`config.mk`:
```
export PLATFORM = sky130hd
export DESIGN_NAME = ddc_mc_top
export DESIGN_NICKNAME = d
export VERILOG_FILES = /design/src/rtl/ddc_pkg.sv /design/src/rtl/ddc_nco_lut.sv /design/src/rtl/ddc_mc_top.sv
export SDC_FILE = /design/constraint.sdc
export NUM_CORES = 2
export LEC_CHECK = 0
export ABC_AREA = 1
export CORE_ASPECT_RATIO = 1.1
export CORE_MARGIN = 2
export CORE_UTILIZATION = 65
export CTS_CLUSTER_SIZE = 24
export DETAILED_ROUTE_END_ITERATION = 10
export PLACE_DENSITY_LB_ADDON = 0.1
export SETUP_SLACK_MARGIN = 0.02
export SYNTH_ARGS = -nofsm -noshare
export SYNTH_HDL_FRONTEND = slang
export SYNTH_SLANG_ARGS = --single-unit
```
`constraint.sdc`:
```
create_clock -name CLK -period 6.8 [get_ports CLK]
set_input_delay 1.36 -clock CLK [delete_from_list [all_inputs] [get_ports CLK]]
set_output_delay 1.36 -clock CLK [all_outputs]
set_load 0.02 [all_outputs]
```
`src/rtl/ddc_pkg.sv`:
```
// Shared widths and helpers for the multi-channel DDC.
// Provides the Q1.15 sin/cos table generator and the output saturation classifier.
package ddc_pkg;

    localparam int QW   = 16;  // Q1.15 coefficient width
    localparam int SATW = 64;  // working width handed to the saturation classifier

    typedef enum logic [1:0] {SAT_NONE, SAT_POS, SAT_NEG} sat_e;

    // round-half-away Q1.15 sample of a full-wave table; elaboration-time only
    function automatic int q15_trig(input int k, input int aw, input bit is_sin);
        real a;
        real v;
        a = 2.0 * 3.141592653589793 * real'(k) / real'(1 << aw);
        v = is_sin ? 32767.0 * $sin(a) : 32767.0 * $cos(a);
        return (v >= 0.0) ? $rtoi(v + 0.5) : $rtoi(v - 0.5);
    endfunction

    function automatic sat_e sat_chk(input logic signed [SATW-1:0] v, input int ow);
        logic signed [SATW-1:0] mx;
        mx = (64'sd1 <<< (ow - 1)) - 64'sd1;
        if (v > mx)  return SAT_POS;
        if (v < ~mx) return SAT_NEG;
        return SAT_NONE;
    endfunction

endpackage

```
`src/rtl/ddc_nco_lut.sv`:
```
// Per-channel NCO: phase accumulator feeding a registered full-wave sin/cos table.
// Address is taken from the phase before the increment; a config load restarts at phase 0.
module ddc_nco_lut
    import ddc_pkg::*;
#(
    parameter int PW    = 32,
    parameter int LUTAW = 8
) (
    input  logic                 clk_i,
    input  logic                 rst_ni,
    input  logic                 clr_i,
    input  logic                 ld_i,
    input  logic                 vld_i,
    input  logic [PW-1:0]        pinc_i,
    input  logic [PW-1:0]        ld_pinc_i,
    output logic signed [QW-1:0] cos_o,
    output logic signed [QW-1:0] sin_o
);

    localparam int N = 1 << LUTAW;

    logic [PW-1:0]        phase_q;
    logic [LUTAW-1:0]     addr_q;
    logic signed [QW-1:0] cos_q, sin_q;
    logic signed [QW-1:0] cos_tab [N];
    logic signed [QW-1:0] sin_tab [N];

    for (genvar k = 0; k < N; k++) begin : g_lut
        localparam logic signed [QW-1:0] CV = QW'(q15_trig(k, LUTAW, 1'b0));
        localparam logic signed [QW-1:0] SV = QW'(q15_trig(k, LUTAW, 1'b1));
        assign cos_tab[k] = CV;
        assign sin_tab[k] = SV;
    end

    always_ff @(posedge clk_i or negedge rst_ni) begin
        if (!rst_ni) begin
            phase_q <= '0;
            addr_q  <= '0;
            cos_q   <= '0;
            sin_q   <= '0;
        end else if (clr_i) begin
            phase_q <= '0;
            addr_q  <= '0;
            cos_q   <= '0;
            sin_q   <= '0;
        end else begin
            // a sample arriving with the load is the first of the new block
            if (ld_i) begin
                phase_q <= vld_i ? ld_pinc_i : '0;
                addr_q  <= '0;
            end else if (vld_i) begin
                phase_q <= phase_q + pinc_i;
                addr_q  <= phase_q[PW-1 -: LUTAW];
            end
            cos_q <= cos_tab[addr_q];
            sin_q <= sin_tab[addr_q];
        end
    end

    assign cos_o = cos_q;
    assign sin_o = sin_q;

endmodule

```
`src/rtl/ddc_mc_top.sv`:
```
// Multi-channel DDC: per-channel NCO mix, integrate-and-dump decimation, scale and saturate.
// Define DDC_ROUND_EN for round-half-up on the output shift; default is floor truncation.
module ddc_mc_top
    import ddc_pkg::*;
#(
    parameter int NCH   = 2,
    parameter int DW    = 16,
    parameter int OW    = 16,
    parameter int PW    = 32,
    parameter int LUTAW = 8,
    parameter int DECW  = 8
) (
    input  logic                      CLK,
    input  logic                      RST_N,
    input  logic                      DDCRST,
    input  logic [NCH*DW-1:0]         ADC_DAT,
    input  logic                      ADC_VLD,
    input  logic [NCH*PW-1:0]         CFG_PINC,
    input  logic [DECW-1:0]           CFG_DEC,
    input  logic [$clog2(DECW+1)-1:0] CFG_SHIFT,
    input  logic                      CFG_LD,
    output logic                      DDC_DOE,
    output logic [NCH*OW-1:0]         DDC_DATI,
    output logic [NCH*OW-1:0]         DDC_DATQ,
    output logic [NCH-1:0]            DDC_OVF
);

    localparam int STG = 5;
    localparam int SW  = $clog2(DECW + 1);
    localparam int MW  = DW + 1;
    localparam int AW  = DW + 1 + DECW;
    localparam int PRW = DW + QW;
    localparam logic [SW-1:0] SHMAX = SW'(DECW);
    localparam logic [OW-1:0] OMAX  = {1'b0, {(OW-1){1'b1}}};
    localparam logic [OW-1:0] OMIN  = {1'b1, {(OW-1){1'b0}}};

    logic [NCH-1:0][PW-1:0] pinc_q;
    logic [DECW-1:0]        dec_q, cnt_q, r_m1;
    logic [SW-1:0]          shift_q, sh;
    logic [STG:1]           vld_q;
    logic                   last;

    always_comb begin
        sh   = (shift_q > SHMAX) ? SHMAX : shift_q;
        r_m1 = (dec_q == '0) ? '0 : dec_q - DECW'(1);
        last = (cnt_q == r_m1);
    end

`ifdef DDC_ROUND_EN
    logic signed [AW:0] rnd;
    always_comb begin
        rnd = '0;
        if (sh != '0) rnd[sh - SW'(1)] = 1'b1;
    end
`endif

    // stages: 1 reg/addr, 2 LUT, 3 multiply, 4 accumulate/dump, 5 scale/saturate
    always_ff @(posedge CLK or negedge RST_N) begin
        if (!RST_N) begin
            pinc_q  <= '0;
            dec_q   <= DECW'(1);
            shift_q <= '0;
            cnt_q   <= '0;
            vld_q   <= '0;
        end else if (DDCRST) begin
            pinc_q  <= '0;
            dec_q   <= DECW'(1);
            shift_q <= '0;
            cnt_q   <= '0;
            vld_q   <= '0;
        end else if (CFG_LD) begin
            pinc_q  <= CFG_PINC;
            dec_q   <= CFG_DEC;
            shift_q <= CFG_SHIFT;
            cnt_q   <= '0;
            vld_q   <= {{(STG-1){1'b0}}, ADC_VLD};
        end else begin
            vld_q <= {vld_q[4], vld_q[3] & last, vld_q[2], vld_q[1], ADC_VLD};
            if (vld_q[3]) cnt_q <= last ? '0 : cnt_q + DECW'(1);
        end
    end

    assign DDC_DOE = vld_q[STG];

    for (genvar c = 0; c < NCH; c++) begin : g_ch
        logic signed [QW-1:0]  cos_w, sin_w;
        logic signed [DW-1:0]  x_q, x2_q;
        logic signed [MW-1:0]  mi_q, mq_q;
        logic signed [AW-1:0]  acc_i_q, acc_q_q, dmp_i_q, dmp_q_q;
        logic [OW-1:0]         oi_q, oq_q;
        logic                  ovf_q;
        logic signed [PRW-1:0] pi_w, pq_w;
        logic signed [AW:0]    ai, aq, yi, yq;
        logic [AW-1:0]         mi_x, mq_x;
        sat_e                  si, sq;

        ddc_nco_lut #(.PW(PW), .LUTAW(LUTAW)) u_nco (
            .clk_i     (CLK),
            .rst_ni    (RST_N),
            .clr_i     (DDCRST),
            .ld_i      (CFG_LD),
            .vld_i     (ADC_VLD),
            .pinc_i    (pinc_q[c]),
            .ld_pinc_i (CFG_PINC[c*PW +: PW]),
            .cos_o     (cos_w),
            .sin_o     (sin_w)
        );

        always_comb begin
            pi_w = $signed({{QW{x2_q[DW-1]}}, x2_q}) * $signed({{DW{cos_w[QW-1]}}, cos_w});
            pq_w = -($signed({{QW{x2_q[DW-1]}}, x2_q}) * $signed({{DW{sin_w[QW-1]}}, sin_w}));
            mi_x = {{(AW-MW){mi_q[MW-1]}}, mi_q};
            mq_x = {{(AW-MW){mq_q[MW-1]}}, mq_q};
            ai   = {dmp_i_q[AW-1], dmp_i_q};
            aq   = {dmp_q_q[AW-1], dmp_q_q};
`ifdef DDC_ROUND_EN
            ai   = ai + rnd;
            aq   = aq + rnd;
`endif
            yi   = ai >>> sh;
            yq   = aq >>> sh;
            si   = sat_chk({{(SATW-AW-1){yi[AW]}}, yi}, OW);
            sq   = sat_chk({{(SATW-AW-1){yq[AW]}}, yq}, OW);
        end

        always_ff @(posedge CLK or negedge RST_N) begin
            if (!RST_N) begin
                x_q <= '0; x2_q <= '0; mi_q <= '0; mq_q <= '0;
                acc_i_q <= '0; acc_q_q <= '0; dmp_i_q <= '0; dmp_q_q <= '0;
                oi_q <= '0; oq_q <= '0; ovf_q <= 1'b0;
            end else if (DDCRST) begin
                x_q <= '0; x2_q <= '0; mi_q <= '0; mq_q <= '0;
                acc_i_q <= '0; acc_q_q <= '0; dmp_i_q <= '0; dmp_q_q <= '0;
                oi_q <= '0; oq_q <= '0; ovf_q <= 1'b0;
            end else begin
                if (ADC_VLD) x_q <= ADC_DAT[c*DW +: DW];
                x2_q <= x_q;
                mi_q <= MW'(pi_w >>> (QW - 1));
                mq_q <= MW'(pq_w >>> (QW - 1));
                if (CFG_LD) begin
                    acc_i_q <= '0;
                    acc_q_q <= '0;
                end else if (vld_q[3]) begin
                    if (last) begin
                        dmp_i_q <= acc_i_q + mi_x;
                        dmp_q_q <= acc_q_q + mq_x;
                        acc_i_q <= '0;
                        acc_q_q <= '0;
                    end else begin
                        acc_i_q <= acc_i_q + mi_x;
                        acc_q_q <= acc_q_q + mq_x;
                    end
                end
                // a dump caught in flight by a config load is dropped entirely
                if (vld_q[4] && !CFG_LD) begin
                    oi_q  <= (si == SAT_POS) ? OMAX : (si == SAT_NEG) ? OMIN : yi[OW-1:0];
                    oq_q  <= (sq == SAT_POS) ? OMAX : (sq == SAT_NEG) ? OMIN : yq[OW-1:0];
                    ovf_q <= ovf_q | (si != SAT_NONE) | (sq != SAT_NONE);
                end
            end
        end

        assign DDC_DATI[c*OW +: OW] = oi_q;
        assign DDC_DATQ[c*OW +: OW] = oq_q;
        assign DDC_OVF[c]           = ovf_q;
    end

endmodule
```
## After elaboration in Yosys (flattened, before gate mapping)

Memories as Yosys holds them, arrays and structs flattened.
Index checks and enable logic that the tools add are counted.

- Register bits: 631
- Output and inout port bits: 67
- Word-level logic and storage cells: 231
- Memory bits (read-only): 16384
- Input bits: 113
- Memories: 4

Memories:

| memory | depth | bits a word | read ports | clocked after memory_dff | write ports | line | source |
|---|---|---|---|---|---|---|---|
| (no name shown) | 256 | 16 | 1 | 0 | 0 | ddc_nco_lut.sv:55 | `cos_q <= cos_tab[addr_q];` |
| (no name shown) | 256 | 16 | 1 | 0 | 0 | ddc_nco_lut.sv:56 | `sin_q <= sin_tab[addr_q];` |
| (no name shown) | 256 | 16 | 1 | 0 | 0 | ddc_nco_lut.sv:56 |  |
| (no name shown) | 256 | 16 | 1 | 0 | 0 | ddc_nco_lut.sv:55 |  |

- Multiply operators: 4
- Shift operators: 4
- Add/subtract/negate cells: 10
- Eq/ne operators: 10
- Reduce and logical (&&, ||, !) cells: 15
- Order comparisons: 11
- Bitwise gates (word level): 7
- Mux-type cells: 130

Operator list:

| operator | count |
|---|---|
| 25-bit 2-to-1 mux | 32 |
| 16-bit 2-to-1 mux | 34 |
| 32-bit 2-to-1 mux | 8 |
| 16-bit by 16-bit multiplier with 32-bit output | 4 |
| 64-bit 2-to-1 mux | 2 |
| 26-bit by 16-bit greater-than comparator with 1-bit output, second input constant | 4 |
| 26-bit by 16-bit < comparator with 1-bit output, second input constant | 4 |
| 8-bit 2-to-1 mux | 13 |
| 25-bit by 4-bit >>> shifter with 26-bit output | 4 |
| 25-bit adder | 4 |
| 17-bit 2-to-1 mux | 4 |
| 32-bit adder | 2 |
| 32-bit negation | 2 |
| 2-bit 2-to-1 mux | 16 |
| 9-bit greater-or-equal comparator, second input constant | 2 |
| 8-bit NOT with 9-bit output | 2 |
| 2-bit nonzero test | 9 |
| 1-bit 2-to-1 mux | 16 |
| 4-bit 2-to-1 mux | 3 |
| 5-bit 2-to-1 mux | 2 |
| 8-bit by 1-bit adder with 8-bit output, second input constant | 1 |
| 2-bit by 1-bit equality test with 1-bit output, second input constant | 4 |
| 2-bit equality test, second input constant | 4 |
| 8-bit equality test | 1 |
| other kinds (10) | 14 |

## Logic depth before layout (Yosys ltp)

- Depth in word-level cells: 13
- Depth in mapped cells: 28
- Gate-level depth less buffers: 26

## Cells and area by module

Synthesis repeated with hierarchy kept, for this count alone.

- Cell total of the unflattened synthesis: 12083
- Area total of the unflattened synthesis: 85963.7 µm²

Modules (own cells, without submodules):

| module | times used | area each (µm²) | cells an instance | seq. area each (µm²) |
|---|---|---|---|---|
| ddc_mc_top | 1 | 67320.8 | 8631 | 12187.9 |
| ddc_nco_lut | 2 | 9321.4 | 1726 | 1801.7 |

## Worst setup path after synthesis

OpenSTA, ideal clock, no wires.

- Path type: register to register
- Start point: reg g_ch[1].u_nco.sin_q[2]
- End point: reg g_ch[1].mq_q[16]
- Clock period less this slack: 5825 ps
- Buffers on the path: 2
- Data arrival time: 5696 ps
- Library setup time: 129 ps
- Required time: 6671 ps
- Cell stages (with the launch flop): 23
- Path slack: 975 ps
- Cells stage by stage: dfrtp_1 clkbuf_1 clkbuf_1 nand2_1 fa_1 inv_1 fa_1 inv_1 fa_1 inv_1 fa_1 inv_1 fa_1 inv_1 fa_1 inv_1 ha_1 a21oi_1 o21bai_1 a221oi_1 o211ai_1 o21ai_0 a21oi_1

- Longest elaborated chain between the ends: 3

Ends and longest elaborated chain:

| item | line | source |
|---|---|---|
| from (decl) | ddc_nco_lut.sv:24 | `logic signed [QW-1:0] cos_q, sin_q;` |
| from (signal assigned) | ddc_nco_lut.sv:56 |  |
| 16-bit by 16-bit multiplier with 32-bit output | ddc_mc_top.sv:111 | `pq_w = -($signed({{QW{x2_q[DW-1]}}, x2_q}) * $signed({{DW{sin_w[QW-1]}}, sin_w}));` |
| 32-bit negation | ddc_mc_top.sv:111 |  |
| 17-bit 2-to-1 mux | ddc_mc_top.sv:131 | `end else if (DDCRST) begin` |
| to (signal assigned) | ddc_mc_top.sv:139 | `mq_q <= MW'(pq_w >>> (QW - 1));` |
| to (decl) | ddc_mc_top.sv:88 | `logic signed [MW-1:0] mi_q, mq_q;` |

Every way passes these cells.
A chain may end at the register's enable or synchronous reset.

## Worst setup path after layout

- Start point: reg g_ch[1].u_nco.cos_q[2]
- End point: reg g_ch[1].mi_q[15]

- Longest elaborated chain between the ends: 2

Ends and longest elaborated chain:

| item | line | source |
|---|---|---|
| from (decl) | ddc_nco_lut.sv:24 |  |
| from (signal assigned) | ddc_nco_lut.sv:55 |  |
| 16-bit by 16-bit multiplier with 32-bit output | ddc_mc_top.sv:110 | `pi_w = $signed({{QW{x2_q[DW-1]}}, x2_q}) * $signed({{DW{cos_w[QW-1]}}, cos_w});` |
| 17-bit 2-to-1 mux | ddc_mc_top.sv:131 |  |
| to (signal assigned) | ddc_mc_top.sv:138 | `mi_q <= MW'(pi_w >>> (QW - 1));` |
| to (decl) | ddc_mc_top.sv:88 |  |

Every way passes these cells.

==> key figures <==
Setup path
  – Arrival time of the worst setup path: 7.16 ns
  – CP startpoint kind: register
  – Required time at the worst-slack endpoint: 7.41 ns
  – Critical path class: reg -> reg
  – Startpoint of the lowest-slack register-to-register path: g_ch[1].u_nco.cos_o[2]
  – Crit path capture type: register
  – Worst setup startpoint: g_ch[1].u_nco.cos_o[2]
  – Peak fanout along the critical path: 16

Yosys
  – Top area cells in the synthesized netlist: sky130_fd_sc_hd__fa_1 (25%), sky130_fd_sc_hd__dfrtp_1 (19%), sky130_fd_sc_hd__nand2_1 (13%)
  – Synth warnings: 0
  – Sequential share of the synthesized area: 18.8%
  – Post-synth cell types: 67
  – Main synth FF type: sky130_fd_sc_hd__dfrtp_1
  – Post-synthesis cell type with the largest combined area: sky130_fd_sc_hd__fa_1
  – FFs w/ async S/R, synth: 100%
  – Post-synthesis instance total: 11500
  – Count of state elements after synthesis: 631
  – Number of enable flip-flop cells after synthesis: 0
  – Post-Synthesis Mean Instance Area: 7.34 µm²
  – Net count after synthesis: 13200
  – Synth top area share: 24.8%
  – Total standard cell area after synthesis: 0.0842 mm²

Clock tree
  – Clk slew on worst S/H paths: 0.07 ns
  – Count of instances resized after the clock tree is built: 0
  – Skew-Pair Late Insertion Delay: 0.75 ns
  – Cell at the root of the clock tree: sky130_fd_sc_hd__clkbuf_16
  – Clock tree buffer depth: 3
  – Post-CTS Hold Buffers: 0
  – Number of buffers created by CTS: 76
  – Deepest level of the CTS H-tree: 3
  – TritonCTS Sinks: 631
  – Clock tree from TritonCTS: yes
  – Count of buffers added by post-CTS timing repair for setup: 0

Routing
  – Average via count per standard cell: 6.15
  – Wirelength per Cell: 21.9 µm
  – Vias after detailed routing: 80600
  – Total wire length after detailed routing: 286000 µm
  – Initial detailed-routing violation count: 9069
  – Initial DRT Pass Iterations: 8
  – Antenna Nets Post-Route: 0
  – # DRC: 0

Floorplanning
  – Core area: 0.129 mm²
  – Initial Util: 65.4%
  – Area of the die: 0.132 mm²
  – Vertical die dimension: 381 µm
  – I/O pin total: 180
  – X dimension of the die: 347 µm
  – Std cell rows: 138

STA
  – Clock skew after layout: 0.0501 ns
  – Slew at the pin closest to its max-slew limit: 1.23 ns
  – Final count of pins violating max slew: 0
  – Final setup viols: 0
  – Sum of negative setup slack: 0 ns
  – Max-slew headroom: 17.0%
  – Final critical-path share of the clock period: 96.3%
  – Final period demand of the worst path: 6.55 ns
  – Setup repair after global routing missed its margin: false
  – Number of endpoints with negative hold slack in the final report: 0
  – Max Freq: 0.153 GHz
  – Minimum setup slack in the final design: 0.251 ns

Global routing
  – Final global-route overflow total: 0
  – GR Util All Layers: 43.8%
  – Antenna violations before repair: 5
  – Via count of the first global-routing pass: 84200
  – Maximum number of pins on one net before global-route repair: 160
  – Wire length of the first global-routing pass: 455000 µm

Pwr
  – Power per unit of standard cell area: 183 mW/mm²
  – Total power: 16.5 mW
  – Pleak: 48.2 nW
  – Worst vdd ir: 0.211 mV

Layout
  – Count of nets after finishing: 13100
  – Fraction of layout instances using a drive strength above 1: 3.20%
  – Area growth from synthesis to layout: 7.03%
  – Commonest non-fill, non-tap cells in the layout: sky130_fd_sc_hd__nand2_1 (3014), sky130_fd_sc_hd__inv_1 (2173), sky130_fd_sc_hd__fa_1 (1042), sky130_fd_sc_hd__nor2_1 (795), sky130_fd_sc_hd__o21ai_0 (727)
  – Fillcell total: 10100
  – Most common library cell in the layout ignoring fill and taps: sky130_fd_sc_hd__nand2_1

Hold path
  – Hold Path Origin: g_ch[1].x_q[7]
  – Worst Hold Class: reg -> reg

Job
  – Number of violations of the max-capacitance limit: 0

Placed design
  – Final weighted congestion in routability-driven placement: 1.06
  – Input/output buffers: 179
  – DP Worst Slack: 0.256 ns
  – Post-DP HPWL: 218000 µm

Outcome
  – Status: finished clean
-- layer usage --
| metal | vias to the layer above | track usage (%) | wire length (µm) |
|---|---|---|---|
| li1 | 35500 | - | - |
| met1 | 38600 | 52.9 | 103000 |
| met2 | 5112 | 71.0 | 132000 |
| met3 | 1359 | 10.2 | 30200 |
| met4 | 6 | 27.2 | 20400 |
| met5 | - | 0 | 43 |
-- per-stage QoR --
step                      cell area (µm²)  utilization, %  hold slack (ns)  cells
after detailed placement            87400            67.9            0.459  13000
after CTS                           90100            70.0            0.479  13100
after floorplan                     84200               -            0.443  11500
after global placement              87400            67.9            0.456  13000
final                               90100            70.0            0.476  13100
after global routing                90100            70.0            0.498  13100
-- state kept, by name, summed over array words and instances (netlist names), 5 cells and up --
register,count
dec_q,8
g_ch.u_nco.addr_q,16
g_ch.oi_q,32
g_ch.mq_q,34
g_ch.acc_q_q,50
g_ch.u_nco.sin_o,32
g_ch.oq_q,32
vld_q,5
g_ch.acc_i_q,50
g_ch.mi_q,34
pinc_q,64
g_ch.x2_q,32
g_ch.x_q,32
cnt_q,8
g_ch.dmp_i_q,50
g_ch.dmp_q_q,50
g_ch.u_nco.cos_o,32
g_ch.u_nco.phase_q,64
-- synth_stat cells (37+ instances only) --
cell,instances
sky130_fd_sc_hd__o21ai_0,728
sky130_fd_sc_hd__ha_1,544
sky130_fd_sc_hd__nor3_1,102
sky130_fd_sc_hd__dfrtp_1,630
sky130_fd_sc_hd__xor2_1,94
sky130_fd_sc_hd__nand2_1,3016
sky130_fd_sc_hd__xnor2_1,88
sky130_fd_sc_hd__a21oi_1,532
sky130_fd_sc_hd__buf_2,55
sky130_fd_sc_hd__clkbuf_1,411
sky130_fd_sc_hd__fa_1,1042
sky130_fd_sc_hd__nor2_1,805
sky130_fd_sc_hd__o221ai_1,60
sky130_fd_sc_hd__a31oi_1,48
sky130_fd_sc_hd__o22ai_1,53
sky130_fd_sc_hd__o21bai_1,37
sky130_fd_sc_hd__inv_1,2178
sky130_fd_sc_hd__nand4_1,70
sky130_fd_sc_hd__buf_1,47
sky130_fd_sc_hd__nand3_1,466
sky130_fd_sc_hd__o211ai_1,89
-- worst max-delay path, cell delays in order, from the launching register on --
cell and delay [ns]:
sky130_fd_sc_hd__dfrtp_1 0.74, sky130_fd_sc_hd__nand2_1 0.19, sky130_fd_sc_hd__inv_1 0.11, sky130_fd_sc_hd__fa_1 0.59
sky130_fd_sc_hd__fa_1 0.93, sky130_fd_sc_hd__fa_1 0.53, sky130_fd_sc_hd__fa_1 0.50, sky130_fd_sc_hd__fa_1 0.54
sky130_fd_sc_hd__fa_1 0.43, sky130_fd_sc_hd__ha_1 0.40, sky130_fd_sc_hd__a21oi_1 0.35, sky130_fd_sc_hd__o21ai_0 0.15
sky130_fd_sc_hd__a221oi_1 0.52, sky130_fd_sc_hd__o21a_1 0.22, sky130_fd_sc_hd__nand3_1 0.08, sky130_fd_sc_hd__nand2_1 0.07
sky130_fd_sc_hd__nor2_1 0.05
-- kinds of logic after synthesis --
group	synth area share, %
multiplexers	0.0595
AO/OA/AOI/OAI	12.5
AND/OR/NAND/NOR	21.6
XOR/XNOR	1.89
buffers and inverters	12.3
adder cells (fa/ha/maj)	32.9
flip-flops	18.8
-- worst paths after layout --
check | slack [ns] | end | cells past startpoint
max | 0.25 | g_ch[1].mi_q[15] | 16
min | 0.48 | g_ch[1].x2_q[7] | 2
max reg2reg | 0.25 | g_ch[1].mi_q[15] | 16
min reg2reg | 0.48 | g_ch[1].x2_q[7] | 2
max in group asynchronous | 4.59 | g_ch[0].u_nco.addr_q[2] | 2
min in group asynchronous | 0.64 | g_ch[0].mi_q[9] | 1
-- report_power, final --
group          leakage, nW  internal [mW]  switching [mW]
sequential            8.50           4.13           0.520
combinational         38.4           2.45            4.80
clock                 1.32           2.64            1.91
total                 48.2           9.22            7.23
-- final cells by class --
class                      count  area [µm²]  area share (%)
clock inverter                40         613           0.680
inverter                    2191        8230            9.13
antenna                        1        2.50         0.00278
sequential                   631       15800            17.5
clock buffer                  97        2130            2.37
multi-input combinational   8121       58100            64.5
timing repair buffer         344        3130            3.48
tap                         1680        2100            2.33
(Power assumes the default switching activity.)
